===== config.mk =====
export PLATFORM = sky130hd
export DESIGN_NAME = divider_port_coproc
export DESIGN_NICKNAME = d
export VERILOG_FILES = /design/src/rtl/divider_pkg.sv /design/src/rtl/divider_core.sv /design/src/rtl/divider_port_coproc.sv
export SDC_FILE = /design/constraint.sdc
export NUM_CORES = 1
export LEC_CHECK = 0
export CORE_MARGIN = 3
export CORE_UTILIZATION = 54
export DETAILED_ROUTE_END_ITERATION = 12
export PLACE_DENSITY_LB_ADDON = 0.25
export SLEW_MARGIN = 20
export SYNTH_ARGS = -nofsm -noshare
export SYNTH_HDL_FRONTEND = slang
export SYNTH_SLANG_ARGS = --single-unit

===== constraint.sdc =====
create_clock -name board_clk -period 3.1 [get_ports board_clk]
set_clock_uncertainty 0.15 [all_clocks]
set_input_delay 0.62 -clock board_clk [delete_from_list [all_inputs] [get_ports board_clk]]
set_output_delay 0.62 -clock board_clk [all_outputs]
set_load 0.005 [all_outputs]

===== src/rtl/divider_pkg.sv =====
// Shared constants for the port-mapped divider coprocessor: port map,
// command/status bit positions and the one-hot FSM encoding.
package divider_pkg;

  localparam logic [2:0] ADDR_X      = 3'd0;
  localparam logic [2:0] ADDR_Y      = 3'd1;
  localparam logic [2:0] ADDR_CMD    = 3'd2;
  localparam logic [2:0] ADDR_Q      = 3'd0;
  localparam logic [2:0] ADDR_R      = 3'd1;
  localparam logic [2:0] ADDR_STATUS = 3'd2;
  localparam logic [2:0] ADDR_XECHO  = 3'd3;
  localparam logic [2:0] ADDR_YECHO  = 3'd4;

  localparam int CMD_START_BIT = 0;
  localparam int CMD_ACK_BIT   = 1;

  localparam int STAT_QI_BIT = 0;
  localparam int STAT_QC_BIT = 1;
  localparam int STAT_QD_BIT = 2;
  localparam int STAT_DZ_BIT = 3;

  typedef enum logic [2:0] {
    ST_QI = 3'b001,
    ST_QC = 3'b010,
    ST_QD = 3'b100
  } state_e;

  function automatic logic [7:0] status_byte(input logic dz, input logic qd,
                                             input logic qc, input logic qi);
    logic [7:0] s;
    s = 8'h00;
    s[STAT_DZ_BIT] = dz;
    s[STAT_QD_BIT] = qd;
    s[STAT_QC_BIT] = qc;
    s[STAT_QI_BIT] = qi;
    return s;
  endfunction

endpackage


===== src/rtl/divider_core.sv =====
// Repeated-subtraction divider FSM (QI -> QC -> QD) with its datapath and
// the result registers that only update on entry to QD.
module divider_core
  import divider_pkg::*;
(
  input  logic       board_clk,
  input  logic       Reset,
  input  logic       start_i,
  input  logic       ack_i,
  input  logic [7:0] x_i,
  input  logic [7:0] y_i,
  output logic [7:0] quotient_o,
  output logic [7:0] remainder_o,
  output logic       dz_o,
  output logic       qi_o,
  output logic       qc_o,
  output logic       qd_o
);

  state_e     state_q, state_d;
  logic [7:0] wd_q, wd_d;
  logic [7:0] wq_q, wq_d;
  logic [7:0] quot_q, quot_d;
  logic [7:0] rem_q, rem_d;
  logic       dz_q, dz_d;

  // State and datapath registers
  always_ff @(posedge board_clk or posedge Reset) begin
    if (Reset) begin
      state_q <= ST_QI;
      wd_q    <= 8'h00;
      wq_q    <= 8'h00;
      quot_q  <= 8'h00;
      rem_q   <= 8'h00;
      dz_q    <= 1'b0;
    end else begin
      state_q <= state_d;
      wd_q    <= wd_d;
      wq_q    <= wq_d;
      quot_q  <= quot_d;
      rem_q   <= rem_d;
      dz_q    <= dz_d;
    end
  end

  // Next-state and datapath update; START only counts in QI, ACK only in QD
  always_comb begin
    state_d = state_q;
    wd_d    = wd_q;
    wq_d    = wq_q;
    quot_d  = quot_q;
    rem_d   = rem_q;
    dz_d    = dz_q;
    case (state_q)
      ST_QI: begin
        if (start_i) begin
          if (y_i != 8'h00) begin
            wd_d    = x_i;
            wq_d    = 8'h00;
            dz_d    = 1'b0;
            state_d = ST_QC;
          end else begin
            quot_d  = 8'hFF;
            rem_d   = x_i;
            dz_d    = 1'b1;
            state_d = ST_QD;
          end
        end else begin
          state_d = ST_QI;
        end
      end
      ST_QC: begin
        // y_i is stable here because X/Y writes are blocked outside QI
        if (wd_q >= y_i) begin
          wd_d = wd_q - y_i;
          wq_d = wq_q + 8'd1;
        end else begin
          quot_d  = wq_q;
          rem_d   = wd_q;
          state_d = ST_QD;
        end
      end
      ST_QD: begin
        if (ack_i) begin
          state_d = ST_QI;
        end else begin
          state_d = ST_QD;
        end
      end
      default: begin
        state_d = ST_QI;
      end
    endcase
  end

  assign quotient_o  = quot_q;
  assign remainder_o = rem_q;
  assign dz_o        = dz_q;
  assign qi_o        = state_q[STAT_QI_BIT];
  assign qc_o        = state_q[STAT_QC_BIT];
  assign qd_o        = state_q[STAT_QD_BIT];

endmodule


===== src/rtl/divider_port_coproc.sv =====
// Processor-port wrapper: decodes OUTPUT/OUTPUTK writes into X, Y and command,
// and returns registered read data on in_port.
module divider_port_coproc
  import divider_pkg::*;
(
  input  logic       board_clk,
  input  logic       Reset,
  input  logic [7:0] port_id,
  input  logic [7:0] out_port,
  input  logic       write_strobe,
  input  logic       k_write_strobe,
  input  logic       read_strobe,
  output logic [7:0] in_port,
  output logic [7:0] quotient,
  output logic [7:0] remainder,
  output logic       qi,
  output logic       qc,
  output logic       qd,
  output logic       done,
  output logic       dz
);

  logic [7:0] x_q, x_d;
  logic [7:0] y_q, y_d;
  logic [7:0] in_port_q, in_port_d;
  logic       wr_s;
  logic       start_s;
  logic       ack_s;
  logic       unused_ok;

  assign wr_s      = write_strobe | k_write_strobe;
  assign start_s   = wr_s & (port_id[2:0] == ADDR_CMD) & out_port[CMD_START_BIT];
  assign ack_s     = wr_s & (port_id[2:0] == ADDR_CMD) & out_port[CMD_ACK_BIT];
  assign unused_ok = ^{read_strobe, port_id[7:3]};

  // Operand and read-data registers
  always_ff @(posedge board_clk or posedge Reset) begin
    if (Reset) begin
      x_q       <= 8'h00;
      y_q       <= 8'h00;
      in_port_q <= 8'h00;
    end else begin
      x_q       <= x_d;
      y_q       <= y_d;
      in_port_q <= in_port_d;
    end
  end

  // Operand writes land only while idle
  always_comb begin
    x_d = x_q;
    y_d = y_q;
    if (wr_s && qi) begin
      if (port_id[2:0] == ADDR_X) begin
        x_d = out_port;
      end else if (port_id[2:0] == ADDR_Y) begin
        y_d = out_port;
      end else begin
        x_d = x_q;
      end
    end else begin
      x_d = x_q;
    end
  end

  // Read mux, sampled every cycle regardless of read_strobe
  always_comb begin
    in_port_d = 8'h00;
    case (port_id[2:0])
      ADDR_Q:      in_port_d = quotient;
      ADDR_R:      in_port_d = remainder;
      ADDR_STATUS: in_port_d = status_byte(dz, qd, qc, qi);
      ADDR_XECHO:  in_port_d = x_q;
      ADDR_YECHO:  in_port_d = y_q;
      default:     in_port_d = 8'h00;
    endcase
  end

  divider_core u_core (
    .board_clk   (board_clk),
    .Reset       (Reset),
    .start_i     (start_s),
    .ack_i       (ack_s),
    .x_i         (x_q),
    .y_i         (y_q),
    .quotient_o  (quotient),
    .remainder_o (remainder),
    .dz_o        (dz),
    .qi_o        (qi),
    .qc_o        (qc),
    .qd_o        (qd)
  );

  assign in_port = in_port_q;
  assign done    = qd;

endmodule

Yosys cells after proc, flatten, opt, wreduce, memory -nomap -nowiden
Cells that the tools add are included.
{"block": "totals", "input_bits": 21, "output_inout_bits": 29, "register_bits": 60}
{"block": "op_classes", "bitwise_logic": 5, "n_reduce_logical": 9, "mux": 23, "addsub": 2, "eq_ne": 12, "magnitude_cmp": 1}
{"operator": "8-bit two-way mux", "count": 12}
{"operator": "8-bit one-hot mux with 2 select lines", "count": 4}
{"operator": "8-bit one-hot mux with 5 select lines", "count": 1}
{"operator": "3-bit two-way mux", "count": 4}
{"operator": "3-bit by 2-bit == test with 1-bit output, second input constant", "count": 3}
{"operator": "3-bit one-hot mux with 3 select lines", "count": 1}
{"operator": "8-bit by 1-bit adder with 8-bit output, second input constant", "count": 1}
{"operator": "8-bit >= comparator", "count": 1}
{"operator": "4-bit AND reduction", "count": 2}
{"operator": "8-bit nonzero test", "count": 1}
{"operator": "8-bit subtractor", "count": 1}
{"operator": "3-bit by 1-bit == test with 1-bit output, second input constant", "count": 2}
{"operator": "3-bit == test, second input constant", "count": 2}
{"operator": "2-bit != test, second input constant", "count": 3}
{"operator": "2-bit by 1-bit != test with 1-bit output, second input constant", "count": 2}
{"operator": "2-bit AND reduction", "count": 2}
{"operator": "1-bit AND", "count": 3}
{"operator": "3-bit logical NOT", "count": 1}
{"operator": "3-bit AND reduction", "count": 1}
{"operator": "2-bit nonzero test", "count": 1}
{"operator": "1-bit logical AND", "count": 1}
{"operator": "1-bit two-way mux", "count": 1}
{"operator": "1-bit inverter", "count": 1}
{"operator": "1-bit OR", "count": 1}

Longest topological paths before layout
{"block": "logic_depth", "word_depth": 5, "mapped_depth": 10}

By module
A second synthesis with hierarchy kept.
{"block": "unflattened", "cells_unflattened": 290, "hier_area_um2": 3213.1}
{"mod": "divider_core", "n_inst": 1, "seq_area_each_um2": 902.1, "cells_per_inst": 202, "area_each_um2": 2057.0}
{"mod": "divider_port_coproc", "n_inst": 1, "seq_area_each_um2": 600.6, "cells_per_inst": 88, "area_each_um2": 1156.1}

Least setup slack after synthesis
No wires, ideal clock.
{"block": "synth_timing", "path_kind": "reg2reg", "start": "reg u_core.wd_q[0]", "end": "reg u_core.wd_q[2]", "stages_incl_launch_ff": 11, "arrival_time_ns": 2.363, "path_slack_ns": 0.460, "setup_ns": 0.127, "period_less_slack_ns": 2.640, "required_ns": 2.823, "cell_sequence": "dfrtp_1 inv_1 ha_1 inv_1 fa_1 a21oi_1 o211ai_1 a22o_2 or2_2 buf_4 mux2_1"}
{"block": "synth_via", "elab_chain_cells": 3}
{"item": "from (decl)", "line": "divider_core.sv:21", "rtl": "logic [7:0] wd_q, wd_d;"}
{"item": "from (signal assigned)", "line": "divider_core.sv:38", "rtl": "wd_q <= wd_d;"}
{"item": "8-bit subtractor or 8-bit >= comparator (tied branches)", "line": "divider_core.sv:75, divider_core.sv:74"}
{"item": "8-bit two-way mux or 2-bit by 1-bit != test with 1-bit output (tied branches)"}
{"item": "8-bit one-hot mux with 2 select lines or 4-bit AND reduction (tied branches)"}
Parallel ways exist; a longest one is shown, timed or not. The select of a mux whose other input is x is not followed.
A chain may end at the register's enable or synchronous reset.

Worst setup path after layout
{"block": "layout_timing", "start": "reg y_q[0]", "end": "reg u_core.wq_q[7]"}
{"block": "layout_via", "elab_chain_cells": 3}
{"item": "from (decl)", "line": "divider_port_coproc.sv:24", "rtl": "logic [7:0] y_q, y_d;"}
{"item": "from (signal assigned)", "line": "divider_port_coproc.sv:44", "rtl": "y_q <= y_d;"}
{"item": "8-bit >= comparator or 8-bit nonzero test (tied branches)", "line": "divider_core.sv:74, divider_core.sv:57"}
{"item": "2-bit by 1-bit != test with 1-bit output (no line)"}
{"item": "4-bit AND reduction (no line) *"}
{"item": "to (signal assigned)", "line": "divider_core.sv:39", "rtl": "wq_q <= wq_d;"}
{"item": "to (decl)", "line": "divider_core.sv:22", "rtl": "logic [7:0] wq_q, wq_d;"}
Mark *: on every way between the ends. The rest lies on a longest branch, timed or not.

==> out/metrics.yaml <==
status: "completed"
grt_pass1_wl_um: 14000
worstPathCellList: "ha_1 > inv_1 > fa_1 > a21oi_1 > o211ai_1 > a22o_2 > or2_2 > buf_4 > o211ai_1"
min_to: "u_core.quotient_o[6]"
vias: 2727
grt-ovfl-total: 0
clock_latency_ns: 0.35
setup_viol: 0
p_per_area_nw_per_um2: 676
dpl.hpwl_um: 6210
worstHoldStart: "u_core.wq_q[6]"
synth_nets: 340
drc: 0
ant_nets: 0
diodes: 0
initial_core_util_pct: 57.0
cts.path.max_buffers: 2
syn-instance-count: 309
slowest_delay_ns: 0.47
synth_ff_type: "dfrtp_1"
grt_pass1_vias: 2608
cts_tree: "built"
via_per_inst: 6.24
path_max_fanout: 8
wire_per_inst_um: 19.3
arrival_ns: 2.87
worst-r2r-setup-slack_ns: 0.34
core_area_um2: 5610
syn_area_per_cell_um2: 10.3
port-buffer-count: 43
max-vdd-ir-drop_mv: 0.568
area_delta_synth_final_pct: 23.7
rsz0062_at_grt: "false"
post_cts_buffers: 0
numCtsBuffers: 9
placed_area_um2: 3750
nets: 391
netlist_area_um2: 3200
setup.worst_path.class: "reg2reg"
cp-end-kind: "flop"
reg2reg_depth: 9
io_pins: 50
grt_most_used_layer: "met2"
dieArea_um2: 6880
worst_path_max_delay_cell: "dfrtp_1"
synth-async-reset-ratio_pct: 100
hold_viol: 0
ys_ff_latch: 60
firstDrtPassIters: 5
holdPathStages: 1
die_y_um: 82.9
r2r-end: "u_core.wq_q[7]"
antenna_found_initial: 0
cpMostUsedCell: "o211ai_1"
root_buffer: "clkbuf_8"
hold_path_class: "reg2reg"
finalWeightedCongestion: 0.933
r2r-start: "y_q[0]"
grt_max_degree: 34
maxSlewViolCount: 0
fmax_mhz: 362
relSlewSlack_pct: 59.3
worstSetupStartpointType: "flop"
required_ns: 3.21
fp.dieW_um: 82.9
gr-usage-all-layers_pct: 25.9
critPathBufInv: 2
post-place-cells: 421
fin_crit_ns: 2.76
p_clk_share_pct: 26.6
p_int_mw: 1.75
max_cap_viol_count: 0
ys_warn_count: 0
synth-edff-count: 0
met2_usage_pct: 40.0
ctsResizeCount: 0
fin_area_um2: 3950
fin_tns_setup_ns: 0
ys_seq_area_share_pct: 47.0
layout-drive-gt1-share_pct: 17.5
clk_pin_slew_worst_paths_ns: 0.08
p_sw_mw: 0.922
path_delay_family: "compound AO/OA/AOI/OAI gates"
sw_frac_of_total_pct: 34.5
rows: 27
mostFrequentLayoutCell: "dfrtp_1"
use_met1_pct: 36.6
p_leak_nw: 1.70
tightest_slew_ns: 0.609
use_met3_pct: 3.87
hold_ws_ns: 0.386
pwr-share-comb_pct: 30.3
crit_cells: 9
pwr-share-seq_pct: 43.1
drtIter0Drc: 249
final_cell_mix: "dfrtp_1, clkdlybuf4s50_1, nand2_1"
cts_hold_buffers: 0
drt_wl_total_um: 8450
period_share_pct: 89.1
cts.sinks: 60
ys_types: 50
p_total_mw: 2.67
stdcell_count: 437
htree_levels: 3
-- cells by family (layout without fill, tap and decap cells) --
logic type	count (synthesis)	in the layout	synth area share, %
buf+inv	33	89	4.62
compound gates	89	89	19.9
simple gates	86	86	13.9
xor+xnor	1	1	0.274
flops	60	60	47.0
mux	30	30	10.1
fa+ha+maj	10	10	4.15
-- final cells by class --
type	instances	area, um2
Clock inverter	7	75.1
Timing Repair Buffer	56	553
Sequential cell	60	1500
Fill cell	418	1650
Tap cell	72	90.1
Inverter	17	63.8
Clock buffer	9	124
Multi-Input combinational cell	216	1550
-- routing by layer --
layer  vias to the layer above  wire length, um
met4                         0              233
li1                       1236                -
met5                         -                0
met3                        20              579
met1                      1348             3680
met2                       123             3960
-- synth_stat cells, types with 2 or more instances --
| cell type | number | share of area [%] |
|---|---|---|
| a22oi_1 | 6 | 1.4 |
| nand2b_1 | 3 | 0.59 |
| nor2b_1 | 3 | 0.59 |
| buf_2 | 4 | 0.63 |
| clkbuf_1 | 7 | 0.82 |
| a31oi_1 | 5 | 0.98 |
| nand3b_1 | 2 | 0.47 |
| o21ai_0 | 18 | 2.8 |
| or3_1 | 2 | 0.39 |
| nor4_1 | 2 | 0.39 |
| and3_1 | 2 | 0.39 |
| o211ai_1 | 2 | 0.47 |
| nand2_1 | 26 | 3.1 |
| buf_4 | 3 | 0.70 |
| a21o_1 | 4 | 0.94 |
| mux2_2 | 17 | 6.0 |
| inv_1 | 16 | 1.9 |
| or2_2 | 3 | 0.59 |
| a2bb2oi_2 | 7 | 3.3 |
| o22a_1 | 8 | 2.2 |
| a21oi_1 | 17 | 2.7 |
| nor2_1 | 14 | 1.6 |
| o22ai_1 | 14 | 2.7 |
| nand3_1 | 6 | 0.94 |
| nor3_1 | 10 | 1.6 |
| nor3b_1 | 7 | 1.6 |
| ha_1 | 9 | 3.5 |
| mux2i_1 | 12 | 3.8 |
| dfrtp_1 | 59 | 46 |
-- how the worst max path moves through the flow --
stage,start,endpoint,slack [ns]
after floorplan,u_core.wd_q[0],u_core.wd_q[2],0.46
after global placement,port_id[2],u_core.wd_q[3],0.19
after detailed placement,port_id[2],u_core.wd_q[2],0.17
after CTS,y_q[0],u_core.wd_q[2],0.39
after global routing,y_q[0],u_core.wq_q[7],0.22
final,y_q[0],u_core.wq_q[7],0.34
-- power groups by stage --
stage	clock network, mW	registers, mW	logic (mW)
finish	0.711	1.15	0.810
global route	0.754	1.17	0.901
CTS	0.714	1.14	0.806
detailed placement	0	1.16	0.801
global placement	0	1.15	0.770
floorplan	0	1.08	0.528
-- registers in the layout (all words and copies together) (netlist names) --
register            count
in_port                 8
u_core.dz_o             1
u_core.quotient_o       8
u_core.remainder_o      8
u_core.state_q          3
u_core.wd_q             8
u_core.wq_q             8
x_q                     8
y_q                     8
-- per-stage QoR --
stage	util [%]	worst slack [ns]
5_1_grt	70.5	0.222
3_3_place_gp	67.0	0.185
2_1_floorplan	-	0.460
3_5_place_dp	67.0	0.170
6_report	70.5	0.337
4_1_cts	70.5	0.395
Note: power is estimated with default switching activity, not from simulation.
